## src/rtl/cpu_pkg.sv

```systemverilog
// Shared CPU-front-end definitions.
// Provides the decode sequencer state encoding, the instruction buffer
// depth, and a helper that classifies a decoded instruction as serializing.
package cpu_pkg;

    localparam int BUF_DEPTH = 2;

    typedef enum logic [2:0] {
        ST_IDLE,
        ST_DECODE,
        ST_ISSUE,
        ST_SERIAL,
        ST_TRAP
    } seq_state_e;

    // Jumps, CSR accesses and machine-level ops must drain before anything
    // younger is decoded.
    function automatic logic is_serializing(input logic [8:0] jmp_op,
                                            input logic [5:0] csr_op,
                                            input logic [7:0] mechie_op);
        return (|jmp_op) || (|csr_op) || (|mechie_op);
    endfunction

endpackage

```

## src/rtl/decode_sequencer_if.sv

```systemverilog
// Bundle of the decode sequencer's fetch, decoder, issue and control signals.
// Ports (all members):
//   fetch_valid/fetch_instr/fetch_pc/fetch_ready : fetch-side valid/ready push
//   dec_en/dec_instr                             : decoder enable and instruction
//   dec_invalid/dec_jmp_op/dec_csr_op/dec_mechie_op : decoder classification
//   issue_valid/issue_ready/issue_pc/issue_instr : execute-side handshake
//   exec_done, flush                             : completion and redirect
//   trap_req/trap_pc                             : illegal-instruction report
//   issue_cnt                                    : completed issue handshakes
// Modports: slave = sequencer, master = surrounding pipeline.
interface decode_sequencer_if #(parameter int XLEN = 32);

    logic            fetch_valid;
    logic [XLEN-1:0] fetch_instr;
    logic [XLEN-1:0] fetch_pc;
    logic            fetch_ready;

    logic            dec_en;
    logic [XLEN-1:0] dec_instr;
    logic [31:0]     dec_invalid;
    logic [8:0]      dec_jmp_op;
    logic [5:0]      dec_csr_op;
    logic [7:0]      dec_mechie_op;

    logic            issue_valid;
    logic            issue_ready;
    logic [XLEN-1:0] issue_pc;
    logic [XLEN-1:0] issue_instr;

    logic            exec_done;
    logic            flush;

    logic            trap_req;
    logic [XLEN-1:0] trap_pc;
    logic [31:0]     issue_cnt;

    modport slave (
        input  fetch_valid, fetch_instr, fetch_pc,
        output fetch_ready,
        output dec_en, dec_instr,
        input  dec_invalid, dec_jmp_op, dec_csr_op, dec_mechie_op,
        output issue_valid, issue_pc, issue_instr,
        input  issue_ready,
        input  exec_done, flush,
        output trap_req, trap_pc, issue_cnt
    );

    modport master (
        output fetch_valid, fetch_instr, fetch_pc,
        input  fetch_ready,
        input  dec_en, dec_instr,
        output dec_invalid, dec_jmp_op, dec_csr_op, dec_mechie_op,
        input  issue_valid, issue_pc, issue_instr,
        output issue_ready,
        output exec_done, flush,
        input  trap_req, trap_pc, issue_cnt
    );

endinterface

```

## src/rtl/inst_buf.sv

```systemverilog
// Instruction buffer: small FIFO of {pc, instr} pairs.
// Ports:
//   clk, rst_n             : clock, async active-low reset
//   push_i/push_pc_i/push_instr_i : write one entry (ignored when full)
//   pop_i                  : drop the head entry (ignored when empty)
//   flush_i                : empty the buffer; overrides push and pop
//   head_pc_o/head_instr_o : current head entry (valid when count_o != 0)
//   count_o                : number of occupied entries
module inst_buf
    import cpu_pkg::*;
#(
    parameter  int XLEN  = 32,
    parameter  int DEPTH = BUF_DEPTH,
    localparam int AW    = (DEPTH > 1) ? $clog2(DEPTH) : 1,
    localparam int CW    = $clog2(DEPTH + 1)
) (
    input  logic            clk,
    input  logic            rst_n,
    input  logic            push_i,
    input  logic [XLEN-1:0] push_pc_i,
    input  logic [XLEN-1:0] push_instr_i,
    input  logic            pop_i,
    input  logic            flush_i,
    output logic [XLEN-1:0] head_pc_o,
    output logic [XLEN-1:0] head_instr_o,
    output logic [CW-1:0]   count_o
);

    logic [XLEN-1:0] pc_mem_q    [DEPTH];
    logic [XLEN-1:0] instr_mem_q [DEPTH];
    logic [AW-1:0]   wr_ptr_q, rd_ptr_q;
    logic [CW-1:0]   count_q;
    logic            do_push, do_pop;

    function automatic logic [AW-1:0] next_ptr(input logic [AW-1:0] p);
        return (p == AW'(DEPTH - 1)) ? '0 : p + 1'b1;
    endfunction

    assign do_push = push_i && (count_q < CW'(DEPTH));
    assign do_pop  = pop_i && (count_q != '0);

    always_ff @(posedge clk or negedge rst_n) begin
        if (!rst_n) begin
            wr_ptr_q <= '0;
            rd_ptr_q <= '0;
            count_q  <= '0;
        end else if (flush_i) begin
            wr_ptr_q <= '0;
            rd_ptr_q <= '0;
            count_q  <= '0;
        end else begin
            if (do_push) wr_ptr_q <= next_ptr(wr_ptr_q);
            if (do_pop)  rd_ptr_q <= next_ptr(rd_ptr_q);
            count_q <= count_q + CW'(do_push) - CW'(do_pop);
        end
    end

    // Payload storage needs no reset: it is only read while count is non-zero.
    always_ff @(posedge clk) begin
        if (do_push && !flush_i) begin
            pc_mem_q[wr_ptr_q]    <= push_pc_i;
            instr_mem_q[wr_ptr_q] <= push_instr_i;
        end
    end

    assign head_pc_o    = pc_mem_q[rd_ptr_q];
    assign head_instr_o = instr_mem_q[rd_ptr_q];
    assign count_o      = count_q;

endmodule

```

## src/rtl/decode_sequencer.sv

```systemverilog
// Decode sequencer: takes fetched instructions through a 2-entry buffer,
// runs each through a one-cycle decode, then offers it to execute.
// Serializing instructions block further decode until exec_done; illegal
// instructions park the sequencer in TRAP until flush.
// Ports:
//   clk, rst_n : clock, async active-low reset
//   bus        : decode_sequencer_if.slave (fetch, decoder, issue, control)
module decode_sequencer
    import cpu_pkg::*;
#(
    parameter int XLEN      = 32,
    parameter int BUF_DEPTH = cpu_pkg::BUF_DEPTH
) (
    input  logic                clk,
    input  logic                rst_n,
    decode_sequencer_if.slave   bus
);

    localparam int CW = $clog2(BUF_DEPTH + 1);

    seq_state_e      state_q, state_d;
    logic [XLEN-1:0] pc_q, instr_q;
    logic [XLEN-1:0] trap_pc_q, trap_pc_d;
    logic            ser_q, ser_d;
    logic [31:0]     cnt_q;

    logic [CW-1:0]   count;
    logic [XLEN-1:0] head_pc, head_instr;
    logic            push, pop, empty, issue_hs;

    assign bus.fetch_ready = (count < CW'(BUF_DEPTH)) && !bus.flush;
    assign push            = bus.fetch_valid && bus.fetch_ready;
    assign empty           = (count == '0);
    assign issue_hs        = (state_q == ST_ISSUE) && bus.issue_ready;

    inst_buf #(.XLEN(XLEN), .DEPTH(BUF_DEPTH)) u_inst_buf (
        .clk          (clk),
        .rst_n        (rst_n),
        .push_i       (push),
        .push_pc_i    (bus.fetch_pc),
        .push_instr_i (bus.fetch_instr),
        .pop_i        (pop),
        .flush_i      (bus.flush),
        .head_pc_o    (head_pc),
        .head_instr_o (head_instr),
        .count_o      (count)
    );

    always_comb begin
        state_d         = state_q;
        ser_d           = ser_q;
        trap_pc_d       = trap_pc_q;
        pop             = 1'b0;
        bus.dec_en      = (state_q == ST_DECODE);
        bus.issue_valid = (state_q == ST_ISSUE);
        bus.trap_req    = (state_q == ST_TRAP);

        unique case (state_q)
            ST_IDLE: begin
                if (!empty) begin
                    pop     = 1'b1;
                    state_d = ST_DECODE;
                end
            end
            ST_DECODE: begin
                if (|bus.dec_invalid) begin
                    state_d   = ST_TRAP;
                    trap_pc_d = pc_q;
                end else begin
                    state_d = ST_ISSUE;
                    ser_d   = is_serializing(bus.dec_jmp_op, bus.dec_csr_op,
                                             bus.dec_mechie_op);
                end
            end
            ST_ISSUE: begin
                if (issue_hs) begin
                    if (ser_q) begin
                        state_d = ST_SERIAL;
                    end else if (!empty) begin
                        // Back-to-back: next instruction goes straight to decode.
                        pop     = 1'b1;
                        state_d = ST_DECODE;
                    end else begin
                        state_d = ST_IDLE;
                    end
                end
            end
            ST_SERIAL: begin
                if (bus.exec_done) state_d = ST_IDLE;
            end
            ST_TRAP: ;
            default: state_d = ST_IDLE;
        endcase

        // Redirect wins over everything; an ISSUE handshake in this cycle
        // still counts because cnt_q follows issue_hs directly.
        if (bus.flush) begin
            state_d   = ST_IDLE;
            pop       = 1'b0;
            ser_d     = ser_q;
            trap_pc_d = trap_pc_q;
        end
    end

    always_ff @(posedge clk or negedge rst_n) begin
        if (!rst_n) begin
            state_q   <= ST_IDLE;
            pc_q      <= '0;
            instr_q   <= '0;
            ser_q     <= 1'b0;
            trap_pc_q <= '0;
            cnt_q     <= '0;
        end else begin
            state_q   <= state_d;
            ser_q     <= ser_d;
            trap_pc_q <= trap_pc_d;
            if (pop) begin
                pc_q    <= head_pc;
                instr_q <= head_instr;
            end
            if (issue_hs) cnt_q <= cnt_q + 32'd1;
        end
    end

    // The decode register doubles as the issue register: it only reloads on
    // a pop, which never happens while an instruction is being offered.
    assign bus.dec_instr   = instr_q;
    assign bus.issue_pc    = pc_q;
    assign bus.issue_instr = instr_q;
    assign bus.trap_pc     = trap_pc_q;
    assign bus.issue_cnt   = cnt_q;

endmodule
```

## src/flat_wrapper.sv

```systemverilog
// flat-port wrapper written by rule: the top's interface ports become plain ports
module decode_sequencer_flat import cpu_pkg::*;
#(
    parameter int XLEN      = 32,
    parameter int BUF_DEPTH = cpu_pkg::BUF_DEPTH
)
  (clk, rst_n, bus_fetch_valid, bus_fetch_instr, bus_fetch_pc, bus_fetch_ready, bus_dec_en, bus_dec_instr, bus_dec_invalid, bus_dec_jmp_op, bus_dec_csr_op, bus_dec_mechie_op, bus_issue_valid, bus_issue_pc, bus_issue_instr, bus_issue_ready, bus_exec_done, bus_flush, bus_trap_req, bus_trap_pc, bus_issue_cnt);
  decode_sequencer_if #(.XLEN(XLEN)) bus_i ();
  input  logic clk;
  input  logic rst_n;
  input wire logic [$bits(bus_i.fetch_valid)-1:0] bus_fetch_valid;
  input wire logic [$bits(bus_i.fetch_instr)-1:0] bus_fetch_instr;
  input wire logic [$bits(bus_i.fetch_pc)-1:0] bus_fetch_pc;
  output wire logic [$bits(bus_i.fetch_ready)-1:0] bus_fetch_ready;
  output wire logic [$bits(bus_i.dec_en)-1:0] bus_dec_en;
  output wire logic [$bits(bus_i.dec_instr)-1:0] bus_dec_instr;
  input wire logic [$bits(bus_i.dec_invalid)-1:0] bus_dec_invalid;
  input wire logic [$bits(bus_i.dec_jmp_op)-1:0] bus_dec_jmp_op;
  input wire logic [$bits(bus_i.dec_csr_op)-1:0] bus_dec_csr_op;
  input wire logic [$bits(bus_i.dec_mechie_op)-1:0] bus_dec_mechie_op;
  output wire logic [$bits(bus_i.issue_valid)-1:0] bus_issue_valid;
  output wire logic [$bits(bus_i.issue_pc)-1:0] bus_issue_pc;
  output wire logic [$bits(bus_i.issue_instr)-1:0] bus_issue_instr;
  input wire logic [$bits(bus_i.issue_ready)-1:0] bus_issue_ready;
  input wire logic [$bits(bus_i.exec_done)-1:0] bus_exec_done;
  input wire logic [$bits(bus_i.flush)-1:0] bus_flush;
  output wire logic [$bits(bus_i.trap_req)-1:0] bus_trap_req;
  output wire logic [$bits(bus_i.trap_pc)-1:0] bus_trap_pc;
  output wire logic [$bits(bus_i.issue_cnt)-1:0] bus_issue_cnt;
  assign bus_i.fetch_valid = bus_fetch_valid;
  assign bus_i.fetch_instr = bus_fetch_instr;
  assign bus_i.fetch_pc = bus_fetch_pc;
  assign bus_fetch_ready = bus_i.fetch_ready;
  assign bus_dec_en = bus_i.dec_en;
  assign bus_dec_instr = bus_i.dec_instr;
  assign bus_i.dec_invalid = bus_dec_invalid;
  assign bus_i.dec_jmp_op = bus_dec_jmp_op;
  assign bus_i.dec_csr_op = bus_dec_csr_op;
  assign bus_i.dec_mechie_op = bus_dec_mechie_op;
  assign bus_issue_valid = bus_i.issue_valid;
  assign bus_issue_pc = bus_i.issue_pc;
  assign bus_issue_instr = bus_i.issue_instr;
  assign bus_i.issue_ready = bus_issue_ready;
  assign bus_i.exec_done = bus_exec_done;
  assign bus_i.flush = bus_flush;
  assign bus_trap_req = bus_i.trap_req;
  assign bus_trap_pc = bus_i.trap_pc;
  assign bus_issue_cnt = bus_i.issue_cnt;
  decode_sequencer #(.XLEN(XLEN), .BUF_DEPTH(BUF_DEPTH)) u_core (.clk(clk), .rst_n(rst_n), .bus(bus_i));
endmodule
```

## config.mk

```make
export PLATFORM = sky130hd
export DESIGN_NAME = decode_sequencer_flat
export DESIGN_NICKNAME = d
export VERILOG_FILES = /design/src/rtl/cpu_pkg.sv /design/src/rtl/decode_sequencer_if.sv /design/src/rtl/inst_buf.sv /design/src/rtl/decode_sequencer.sv /design/src/flat_wrapper.sv
export SDC_FILE = /design/constraint.sdc
export NUM_CORES = 1
export LEC_CHECK = 0
export ABC_CLOCK_PERIOD_IN_PS = 4200
export BUFFER_PORTS_ARGS = -buffer_cell sky130_fd_sc_hd__buf_2
export CORE_MARGIN = 2
export CORE_UTILIZATION = 50
export DETAILED_ROUTE_END_ITERATION = 10
export GPL_ROUTABILITY_DRIVEN = 0
export PLACE_DENSITY = 0.81
export SLEW_MARGIN = 30
export SYNTH_ARGS = -nofsm -noshare
export SYNTH_HDL_FRONTEND = slang
export SYNTH_SLANG_ARGS = --single-unit
export TNS_END_PERCENT = 30
```

## constraint.sdc

```tcl
create_clock -name clk -period 4.2 [get_ports clk]
set_clock_uncertainty 0.1 [all_clocks]
set_input_delay 1.26 -clock clk [delete_from_list [all_inputs] [get_ports clk]]
set_output_delay 1.26 -clock clk [all_outputs]
set_load 0.01 [all_outputs]
```

* After elaboration in Yosys (flattened, before gate mapping)
Memory sizes are Yosys's and may differ from the RTL's. A register that Yosys moved wholly into a read port is not among the register bits. Index checks and enable logic that the tools add are counted.
Word-level totals: bits in registers 72, bits in latches 0, memory bits (writable) 128, ROM bits 0, input bits 125, output and inout bits 164, logic and storage cells 70, memories kept 2
Cells by class: add/sub/neg operators 5, $mul 0, divide/modulo/power cells 0, order comparisons 1, equal/unequal tests 8, shift-type cells 0, muxes and demuxes 22, bitwise operators 2, reduce and logical (&&, ||, !) cells 23
Memories:
- u_core.u_inst_buf.instr_mem_q | depth 2, width 32, read ports 1, clocked after memory_dff 1, write ports 1, line inst_buf.sv:30 | logic [XLEN-1:0] instr_mem_q [DEPTH];
- u_core.u_inst_buf.pc_mem_q | depth 2, width 32, read ports 1, clocked after memory_dff 1, write ports 1, line inst_buf.sv:29 | logic [XLEN-1:0] pc_mem_q [DEPTH];
Operators by type and width (number):
- 32-bit by 1-bit adder with 32-bit output (second input constant) | 1
- 32-bit OR reduction | 1
- 3-bit 2-to-1 mux | 6
- 3-bit case mux with 5 select lines | 1
- 1-bit 2-to-1 mux | 13
- 9-bit OR reduction | 1
- 8-bit OR reduction | 1
- 3-bit by 2-bit equality test with 1-bit output (second input constant) | 2
- 1-bit logical AND | 6
- 3-bit != test (second input constant) | 2
- 3-bit AND reduction | 2
- 2-bit nonzero test | 3
- 6-bit OR reduction | 1
- 4-bit AND reduction | 1
- 3-bit by 1-bit equality test with 1-bit output (second input constant) | 1
- 3-bit equality test (second input constant) | 1
- 1-bit logical NOT | 3
- 3-bit logical NOT | 1
- 3-bit by 1-bit != test with 1-bit output (second input constant) | 1
- 1-bit adder (second input constant) | 2
- 2-bit by 1-bit adder with 2-bit output | 1
- 2-bit logical NOT | 1
- 1-bit logical OR | 2
- 2-bit less-than comparator (second input constant) | 1
- 5 further kinds | 6

* Logic depth before layout (Yosys ltp)
Gate-level depths: netlist of the first run.
word-level depth 9, gate-level depth with buffers 10, depth with buffers taken out 7

* Modules after synthesis
Synthesis of the first run repeated with hierarchy kept, for this count alone.
Second synthesis, totals: cells, all modules 630, area total of the unflattened synthesis 10826.6 um^2
By module, submodules not included:
- decode_sequencer | instances 1, cells an instance 411, area an instance 5791.8 um^2, sequential area each 3303.2 um^2
- inst_buf | instances 1, cells an instance 219, area an instance 5034.8 um^2, sequential area each 3943.8 um^2

* Worst setup path before layout of the first run
Ideal clock, no wire load.
path type input to register, start in bus_flush, end mem u_core.u_inst_buf.instr_mem_q[0][0], enable pin, library setup time 486 ps, data arrival time 4474 ps, required time 3614 ps, setup slack -860 ps, stages 4, buffers on the path 1, path through clkbuf_1 -> nor2_1 -> nand2_1 -> nor2_1
Between the ends: longest elaborated chain between the ends 7
Ends and longest elaborated chain:
- start, declared | line flat_wrapper.sv:26 | input wire logic [$bits(bus_i.flush)-1:0] bus_flush;
- 1-bit logical NOT | line decode_sequencer.sv:31 | assign bus.fetch_ready = (count < CW'(BUF_DEPTH)) && !bus.flush;
- 1-bit logical AND | line decode_sequencer.sv:31
- via bus_fetch_ready | line flat_wrapper.sv:14 | output wire logic [$bits(bus_i.fetch_ready)-1:0] bus_fetch_ready;
- 1-bit logical AND | line decode_sequencer.sv:32 | assign push = bus.fetch_valid && bus.fetch_ready;
- 1-bit logical AND | line inst_buf.sv:39 | assign do_push = push_i && (count_q < CW'(DEPTH));
- 1-bit logical AND | line inst_buf.sv:60 | if (do_push && !flush_i) begin
- 1-bit 2-to-1 mux | line inst_buf.sv:60
- 1-bit 2-to-1 mux (not written as such) | line inst_buf.sv:62 | instr_mem_q[wr_ptr_q] <= push_instr_i;
- end, declared | line inst_buf.sv:30
The timed path passes the listed nets, and every way through them passes these cells.

* Final worst setup path of the first run
start in bus_flush, end out bus_fetch_ready
Between the ends: longest elaborated chain between the ends 2
Ends and longest elaborated chain (line):
- 1-bit logical NOT | decode_sequencer.sv:31
- 1-bit logical AND | decode_sequencer.sv:31
- end, declared | flat_wrapper.sv:14
No other way between the ends.

==> flow_summary.ini, run 1 <==
[global_routing]
grt_pass1_wl_um = 34400
grt_max_degree = 66
overflow = 0
antenna_found_initial = 2
grt_util_all_layers_pct = 19.7
grt_pass1_vias = 6605

[placement]
portBuffers = 288
place_hpwl_um = 14200

[critical_path]
regToRegSetupSlack_ns = 1.84
startpoint_type = input pin
critical_path_class = in2out
crit_path_max_fanout = 9
critPathArrivalTime_ns = 1.77
cp-end-kind = primary output
worstPathRequired_ns = 2.84

[sta]
worst_pin_slew_ns = 0.834
relSlewSlack_pct = 44.4
fmax_mhz = 319
setup_violations = 0
hold_viol = 0
rsz0062_at_grt = false
period_needed_ns = 3.13
tns_ns = 0
period_share_pct = 74.5
drv_slew = 0

[synthesis]
synth-edff-count = 128
synthCells = 708
synth_cell_type_count = 37
ys.flop_type = dfrtp_1
synthesis.area_um2 = 10300
yosysSeqAreaShare_pct = 70.2
avgSynthCellArea_um2 = 14.6
yosys_register_bits = 264
netlist_top_cells_area = edfxtp_1 (37%), dfrtp_1 (33%), mux2i_1 (6.2%), mux2_2 (3.7%), nor2_1 (2.8%)
synth_warnings = 0
synth_area_leader_cell = edfxtp_1
synth_nets = 836
synth_top_area_share_pct = 37.2
async_flop_share_pct = 51.5

[pwr]
intPower_mw = 5.92
leakage_nw = 5.48
p_switching_mw = 2.53
pwr-share-comb_pct = 24.2
power.density_nw_per_um2 = 658
p_sw_share_pct = 30.0
seq_power_share_pct = 44.6
p_clk_share_pct = 31.2
irDropWorstVdd_mv = 0.482

[floorplanning]
initial_core_util_pct = 51.0
die-area_um2 = 21800
core_um2 = 20200
die_width_um = 148
die-height_um = 148
num_rows = 52
ioPinCount = 289

[clocking]
post_cts_buffers = 0
cts_made_buffers = 28
clock-root-buffer = clkbuf_16
clk_latency_ns = 0.52
clock_path_buffers = 3
cts_tree = built
cts_sinks = 264
clkSlewWorstSetupHoldPaths_ns = 0.06
cts_max_level = 1
postCtsHoldBufs = 0
cts-resized-gates = 0

[drt]
antenna_left = 0
viasPerCell = 5.17
drc = 0
wl_per_cell_um = 17.0
drt-initial-drc-count = 278
drt_pass1_iterations = 4
wl_um = 21400
vias = 6526

[layout]
final_util_pct = 63.5
drive_above_1_share_pct = 40.1
area_growth_pct = 24.5
finalNetCount = 1097

[run]
cap_violations = 0

[min_path]
hp-class = reg2reg

[outcome]
outcome = finished clean
-- worst max-delay path, stage by stage --
cell and delay [ns]:
buf_2 0.16, nor2_1 0.19, buf_2 0.16
-- worst paths after layout --
path                                                      start                                    to  depth (start not counted)
max                                                   bus_flush                       bus_fetch_ready                          3
min                        u_core.bus.issue_cnt[31]$_DFFE_PN0N_  u_core.bus.issue_cnt[31]$_DFFE_PN0N_                          1
max reg2reg                       u_core.state_q[2]$_DFFE_PN0P_  u_core.bus.dec_instr[26]$_DFFE_PN0N_                          6
min reg2reg                u_core.bus.issue_cnt[31]$_DFFE_PN0N_  u_core.bus.issue_cnt[31]$_DFFE_PN0N_                          1
max in group asynchronous                                 rst_n  u_core.bus.dec_instr[28]$_DFFE_PN0N_                          2
min in group asynchronous                                 rst_n   u_core.bus.issue_cnt[0]$_DFFE_PN0N_                          1
-- logic make-up after synthesis --
logic type	share of synthesized area (%)
flip-flops	70.2
AO/OA/AOI/OAI	4.15
XOR/XNOR	2.89
multiplexers	10.0
adder cells (fa/ha/maj)	0.364
AND/OR/NAND/NOR	8.15
buffers and inverters	4.21
-- power groups by stage --
| stage | registers, mW | logic (mW) | clock network [mW] |
|---|---|---|---|
| after detailed placement | 3.81 | 2.07 | 0 |
| after CTS | 3.77 | 2.07 | 2.70 |
| after floorplan | 3.87 | 1.23 | 0 |
| after global placement | 3.79 | 1.99 | 0 |
| after global routing | 3.85 | 2.24 | 2.79 |
| final | 3.77 | 2.05 | 2.64 |
-- cell usage in the layout (no fill, tap or decap), types with 2 or more instances in the layout --
master / n
clkinv_4: 2
nor3_1: 7
nor4_1: 13
clkinv_2: 4
nor2b_1: 3
a21oi_1: 54
xor2_1: 6
and3_1: 8
edfxtp_1: 128
bufinv_16: 5
nand4_1: 16
buf_2: 287
nand3_1: 9
and2_1: 5
nand4b_1: 2
nor2_1: 76
a21oi_2: 12
xnor2_1: 28
and4_1: 8
dfrtp_1: 135
clkbuf_1: 2
mux2i_1: 64
clkinv_1: 3
clkbuf_16: 30
nor3b_1: 2
nand2b_1: 4
clkbuf_8: 4
buf_12: 3
ha_1: 3
buf_4: 6
nand2_1: 11
clkinvlp_4: 2
mux2_2: 34
-- Yosys cell counts (10+ instances only) --
library cell,count
nand2_1,11
dfrtp_1,136
nor4_1,13
a21oi_2,12
clkbuf_1,10
edfxtp_1,128
nand4_1,16
xnor2_1,28
mux2_2,34
buf_2,17
mux2i_1,64
nor2_1,77
a21oi_1,54
buf_4,36
-- through the flow --
stage          total power [mW]  area [µm²]  cells  hold WS, ns  worst slack, ns
2_1_floorplan              5.10       10300    708        0.396            0.205
3_3_place_gp               5.78       11800   1208        0.360             1.07
3_5_place_dp               5.87       11800   1208        0.366            0.993
4_1_cts                    8.54       12800   1260        0.379             1.07
5_1_grt                    8.88       12800   1261        0.398             1.03
6_report                   8.45       12800   1262        0.374             1.07
-- registers in the layout (all words and copies together) (netlist names) --
signal and count:
u_core.u_inst_buf.instr_mem_q 64, u_core.state_q 3, u_core.u_inst_buf.count_o 2, u_core.bus.issue_cnt 32, u_core.u_inst_buf.rd_ptr_q 1, u_core.bus.issue_pc 32
u_core.bus.dec_instr 32, u_core.bus.trap_pc 32, u_core.ser_q 1, u_core.u_inst_buf.wr_ptr_q 1, u_core.u_inst_buf.pc_mem_q 64
-- final cells by class --
class                      instances  area, µm²
antenna                            1       2.50
clock buffer                      36        813
clock inverter                    16        214
fill                            1470       7390
inverter                           2       7.51
multi-input combinational        376       2670
sequential                       264       7250
tap                              270        338
timing repair buffer             297       1550
-- layer usage --
layer | vias to the layer above | share of wire, % | global-route usage [%] | wire length, µm
li1 | 3043 | - | - | -
met2 | 206 | 50 | 34.0 | 10800
met4 | 2 | 2.2 | 5.24 | 481
met1 | 3237 | 41 | 25.9 | 8800
met5 | - | 0.061 | 0 | 13
met3 | 38 | 6.1 | 3.89 | 1320
Power figures use the tool's default switching activity.
==> run 2: changes to the inputs <==
- ABC_AREA: not set -> 1
- ABC_CLOCK_PERIOD_IN_PS: 4200 -> 2800
- CORE_UTILIZATION: 50 -> 48
- clock period: 4.2 -> 2.8 ns (I/O delays scaled with it)
==> run 2 against run 1 <==
Effect of this change:
- clock power rose by 36%
- critical path depth fell by 1
- register-to-register slack got worse by 0.95 ns
- highest routed layer is now met4
==> flow_summary.ini, run 2 <==
[pwr]
power.density_nw_per_um2 = 915
pwr-share-comb_pct = 24.8
p_sw_share_pct = 32.6
intPower_mw = 8.29
irDropWorstVdd_mv = 0.750
power.total_mw = 12.3
leakage_nw = 6.40
p_clk_share_pct = 29.2
p_switching_mw = 4.01
seq_power_share_pct = 46.1

[layout]
final_cells = 1653
reg_top3 = u_core.u_inst_buf.instr_mem_q x64, u_core.u_inst_buf.pc_mem_q x64
stdcell_area_um2 = 13400
finalNetCount = 1473
final_util_pct = 59.6
area_growth_pct = 22.4
final_cell_mix = nand2_1 (328), buf_2 (287), o21ai_0 (135), dfrtp_1 (135), edfxtp_1 (128)
drive_above_1_share_pct = 25.9
layout_commonest_cell = nand2_1

[critical_path]
r2r.worst_path.cells = 8
cp_num_buf_inv = 1
critical_path_class = reg2out
worstPathRequired_ns = 1.86
critPathMaxStageDelay_ns = 0.51
cp-end-kind = primary output
startpoint_type = flop
cp_slowest_cell = dfrtp_1
reg2reg_to = u_core.u_inst_buf.count_o[1]$_DFF_PN0_
regToRegSetupSlack_ns = 0.89
r2r-start = u_core.state_q[1]$_DFFE_PN0P_
crit_path_max_fanout = 10
critPathArrivalTime_ns = 1.66
crit_chain = nor3_1 > buf_2
critPathTopFamily = flip-flops

[drt]
drt_pass1_iterations = 5
wl_met1_um = 10000
top_layer = met4
drc = 0
viasPerCell = 4.94
wl_per_cell_um = 15.0
wl_um = 24800
wl_met3_um = 1670
drt-initial-drc-count = 441
wl_met2_um = 12400
antenna_left = 0
vias = 8159

[outcome]
outcome = finished clean

[synthesis]
synth_cell_type_count = 27
ys.flop_type = dfrtp_1
synthMostInstantiatedCell = nand2_1
netlist_top_cells_area = edfxtp_1 (35%), dfrtp_1 (31%), nand2_1 (11%), o21ai_0 (6.2%), inv_1 (3.3%)
avgSynthCellArea_um2 = 10.1
yosys_register_bits = 264
synthTopCellsByCount = nand2_1 (328), dfrtp_1 (136), o21ai_0 (135)
synth_area_leader_cell = edfxtp_1
synth-edff-count = 128
synthCells = 1087
synth_warnings = 0
synthesis.area_um2 = 11000
synth_nets = 1215
yosysSeqAreaShare_pct = 66.0
async_flop_share_pct = 51.5
synth_top_area_share_pct = 35.0

[clocking]
clock_path_buffers = 3
cts_made_buffers = 28
cts_tree = built
clk_latency_ns = 0.55
postCtsHoldBufs = 0
clock-root-buffer = clkbuf_16
clkSlewWorstSetupHoldPaths_ns = 0.06
cts_sinks = 264
cts-resized-gates = 0
post_cts_buffers = 0
cts_max_level = 1

[sta]
drv_slew = 0
hold_viol = 0
whs_ns = 0.158
worst_pin_slew_ns = 0.566
setup_violations = 0
period_needed_ns = 2.60
tns_ns = 0
period_share_pct = 92.8
rsz0062_at_grt = false
relSlewSlack_pct = 62.3
fin_ws_ns = 0.201
fmax_mhz = 385

[floorplanning]
core_um2 = 22600
die_width_um = 155
die-area_um2 = 24100
initial_core_util_pct = 48.7
ioPinCount = 289
num_rows = 55
die-height_um = 155

[global_routing]
grt_util_all_layers_pct = 20.3
grt_pass1_vias = 7837
grt_max_degree = 131
antenna_found_initial = 3
grt_pass1_wl_um = 39300
overflow = 0

[placement]
dpl_worst_slack_ns = 0.413
dp.cells = 1600
postPlaceCellArea_um2 = 12500
portBuffers = 288
place_hpwl_um = 17100

[run]
cap_violations = 0

[min_path]
hp-class = in2async
[run 2: changes by cell type in the layout (fill, tap and decap cells not counted), sizes merged, moves of 14 or more]
cell	before	now
nand2	11	333
nor2	77	91
o21ai	1	137
a21oi	66	0
inv	2	99
xnor2	28	11
nand3	9	42
mux2i	64	0
mux2	35	0
[run 2: worst max path at each step]
stage | startpoint | to | slack [ns] | cells after the start
floorplan | bus_flush | u_core.u_inst_buf.instr_mem_q[0][0]$_DFFE_PP_ | -0.64 | 3
global placement | bus_flush | u_core.u_inst_buf.instr_mem_q[0][15]$_DFFE_PP_ | 0.43 | 5
detailed placement | bus_flush | u_core.u_inst_buf.count_o[1]$_DFF_PN0_ | 0.41 | 8
CTS | u_core.state_q[1]$_DFFE_PN0P_ | bus_dec_en | 0.16 | 2
global route | u_core.state_q[1]$_DFFE_PN0P_ | bus_dec_en | 0.12 | 2
finish | u_core.state_q[1]$_DFFE_PN0P_ | bus_dec_en | 0.20 | 2
[run 2: cell type report]
| cell class | instances | area [µm²] |
|---|---|---|
| antenna | 3 | 7.51 |
| clock buffer | 38 | 768 |
| clock inverter | 12 | 141 |
| fill | 1856 | 9130 |
| inverter | 99 | 372 |
| multi-input combinational | 653 | 2940 |
| sequential | 264 | 7250 |
| tap | 285 | 357 |
| timing repair buffer | 299 | 1610 |
[run 2: per-layer routing]
layer	vias up	GRT usage [%]
met4	0	6.42
met5	-	0
li1	4013	-
met2	271	35.7
met1	3830	25.1
met3	45	4.74
[run 2: cells by family after synthesis]
kind of cell	Yosys count	share of synthesized area (%)
simple gates	492	18.3
xor+xnor	19	1.51
fa+ha+maj	3	0.342
flops	264	66.0
buf+inv	170	7.51
compound gates	139	6.37
[run 2: power groups by stage]
stage	Sequential (mW)	Clock [mW]	Combinational (mW)
after floorplan	5.85	0	1.69
after global placement	5.69	0	2.98
after detailed placement	5.72	0	3.10
after CTS	5.67	3.66	3.11
after global routing	5.76	3.82	3.43
final	5.67	3.59	3.05
==> run 3: changes to the inputs <==
- CELL_PAD_IN_SITES_DETAIL_PLACEMENT: not set -> 0
- CELL_PAD_IN_SITES_GLOBAL_PLACEMENT: not set -> 2
- CORE_UTILIZATION: 48 -> 29
- PLACE_DENSITY: 0.81 -> 0.79
==> run 3 against run 2 <==
Effect of this change:
- hold slack got worse by 0.063 ns
- combinational power rose by 1%
- clock power up 15%
- first-iteration DRC count down 12%
- global-route usage is 6.3 points lower
- wire length up 12%
- total power is 4.8% higher
- die area up 64%
- largest power group unchanged
- highest routed layer unchanged
==> flow_summary.ini, run 3 (synthesis results as in run 2) <==
[global_routing]
grt_max_degree = 131
grt_util_all_layers_pct = 14.1
grt_pass1_vias = 7718
grt_pass1_wl_um = 43200
overflow = 0
antenna_found_initial = 3

[floorplanning]
initial_core_util_pct = 29.3
num_rows = 71
core_um2 = 37500
die_width_um = 199
ioPinCount = 289
die-area_um2 = 39500
die-height_um = 199

[clocking]
postCtsHoldBufs = 0
clock-root-buffer = clkbuf_16
cts-resized-gates = 0
cts_made_buffers = 31
cts_tree = built
clkSlewWorstSetupHoldPaths_ns = 0.06
clk_latency_ns = 0.56
cts_max_level = 1
clock_path_buffers = 3
cts_sinks = 264
post_cts_buffers = 0

[critical_path]
r2r-start = u_core.u_inst_buf.count_o[1]$_DFF_PN0_
cp-end-kind = primary output
critical_path_class = reg2out
crit_path_max_fanout = 10
critical_path.endpoint = bus_trap_req
r2r.worst_path.cells = 4
startpoint_type = flop
regToRegSetupSlack_ns = 0.85
critPathArrivalTime_ns = 1.69
worstSetupStartpoint = u_core.state_q[1]$_DFFE_PN0P_
reg2reg_to = u_core.u_inst_buf.instr_mem_q[1][24]$_DFFE_PP_
worstPathRequired_ns = 1.86

[sta]
rsz0062_at_grt = false
setup_violations = 0
hold_viol = 0
fin_ws_ns = 0.171
relSlewSlack_pct = 51.6
worst_pin_slew_ns = 0.726
period_needed_ns = 2.63
drv_slew = 0
fmax_mhz = 380
period_share_pct = 93.9

[layout]
final_util_pct = 37.2
layout_commonest_cell = nand2_1
drive_above_1_share_pct = 26.6
area_growth_pct = 26.8
fill_cells = 3827
reg_top3 = u_core.u_inst_buf.instr_mem_q x64, u_core.u_inst_buf.pc_mem_q x64
final_cell_mix = nand2_1 (328), buf_2 (287), o21ai_0 (135), dfrtp_1 (135), edfxtp_1 (128)
final_cells = 1893
finalNetCount = 1482
stdcell_area_um2 = 13900

[drt]
antenna_left = 0
vias = 7949
wl_um = 27700
drc = 0
wl_per_cell_um = 14.6
drt-initial-drc-count = 390
drt_pass1_iterations = 4
viasPerCell = 4.20

[pwr]
power.total_mw = 12.9
leakage_nw = 6.51
irDropWorstVdd_mv = 0.460
power.density_nw_per_um2 = 926

[outcome]
outcome = finished clean

[run]
cap_violations = 0

[placement]
dpl_worst_slack_ns = 0.243
portBuffers = 288
place_hpwl_um = 19400
dp.cells = 1832
postPlaceCellArea_um2 = 12900

[min_path]
hp-class = in2async
==> run 3: cell types whose count changed in the layout (fill, tap and decap cells not counted), sizes merged <==
cell    previous run  this run
inv               99       100
clkbuf            38        39
bufinv             2         5
clkinv             8        11
buf              299       305
==> run 3: area by class of cell <==
| class | instances | area (µm²) | share of cell area [%] |
|---|---|---|---|
| diodes | 3 | 7.51 | 0.0539 |
| clock buffers | 39 | 826 | 5.93 |
| clock inverters | 19 | 228 | 1.64 |
| inverters | 99 | 372 | 2.67 |
| multi-input cells | 653 | 2940 | 21.1 |
| flip-flops and latches | 264 | 7250 | 52.1 |
| well taps | 511 | 639 | 4.59 |
| repair buffers | 305 | 1660 | 11.9 |
==> run 3: stage by stage <==
| step | hold slack, ns | TNS, ns |
|---|---|---|
| detailed placement | 0.353 | 0 |
| floorplan | 0.403 | -81.66 |
| finish | 0.0950 | 0 |
| global route | 0.102 | 0 |
| global placement | 0.352 | 0 |
| CTS | 0.0791 | 0 |
==> run 3: metal layers <==
layer / vias up / part of all wire [%] / global-route usage (%)
met5: - / 0 / 0
met4: 0 / 2.1 / 4.06
met1: 3688 / 44 / 18.2
li1: 4045 / - / -
met2: 176 / 49 / 24.0
met3: 40 / 5.1 / 2.70
==> run 3: how the worst min path moves through the flow <==
stage                                             endpoint  slack [ns]
floorplan           u_core.u_inst_buf.wr_ptr_q$_DFFE_PN0P_        0.40
global placement         u_core.bus.trap_pc[6]$_DFFE_PN0P_        0.35
detailed placement      u_core.bus.trap_pc[28]$_DFFE_PN0P_        0.35
CTS                     u_core.bus.issue_pc[3]$_DFFE_PN0N_        0.08
global route            u_core.bus.issue_pc[3]$_DFFE_PN0N_        0.10
finish                  u_core.bus.issue_pc[3]$_DFFE_PN0N_         0.1
==> run 3: where the power goes <==
| group | total [mW] | leakage, nW | switching, mW | internal (mW) |
|---|---|---|---|---|
| Combinational | 3.09 | 3.07 | 1.89 | 1.19 |
| Clock | 4.12 | 0.513 | 1.58 | 2.54 |
| Sequential | 5.69 | 2.93 | 0.688 | 5.00 |
| Total | 12.9 | 6.51 | 4.16 | 8.73 |
==> run 3: critical path, stage by stage (launching register included) <==
cell and delay, ns:
dfrtp_1 0.51, nor3_1 0.41, buf_2 0.20
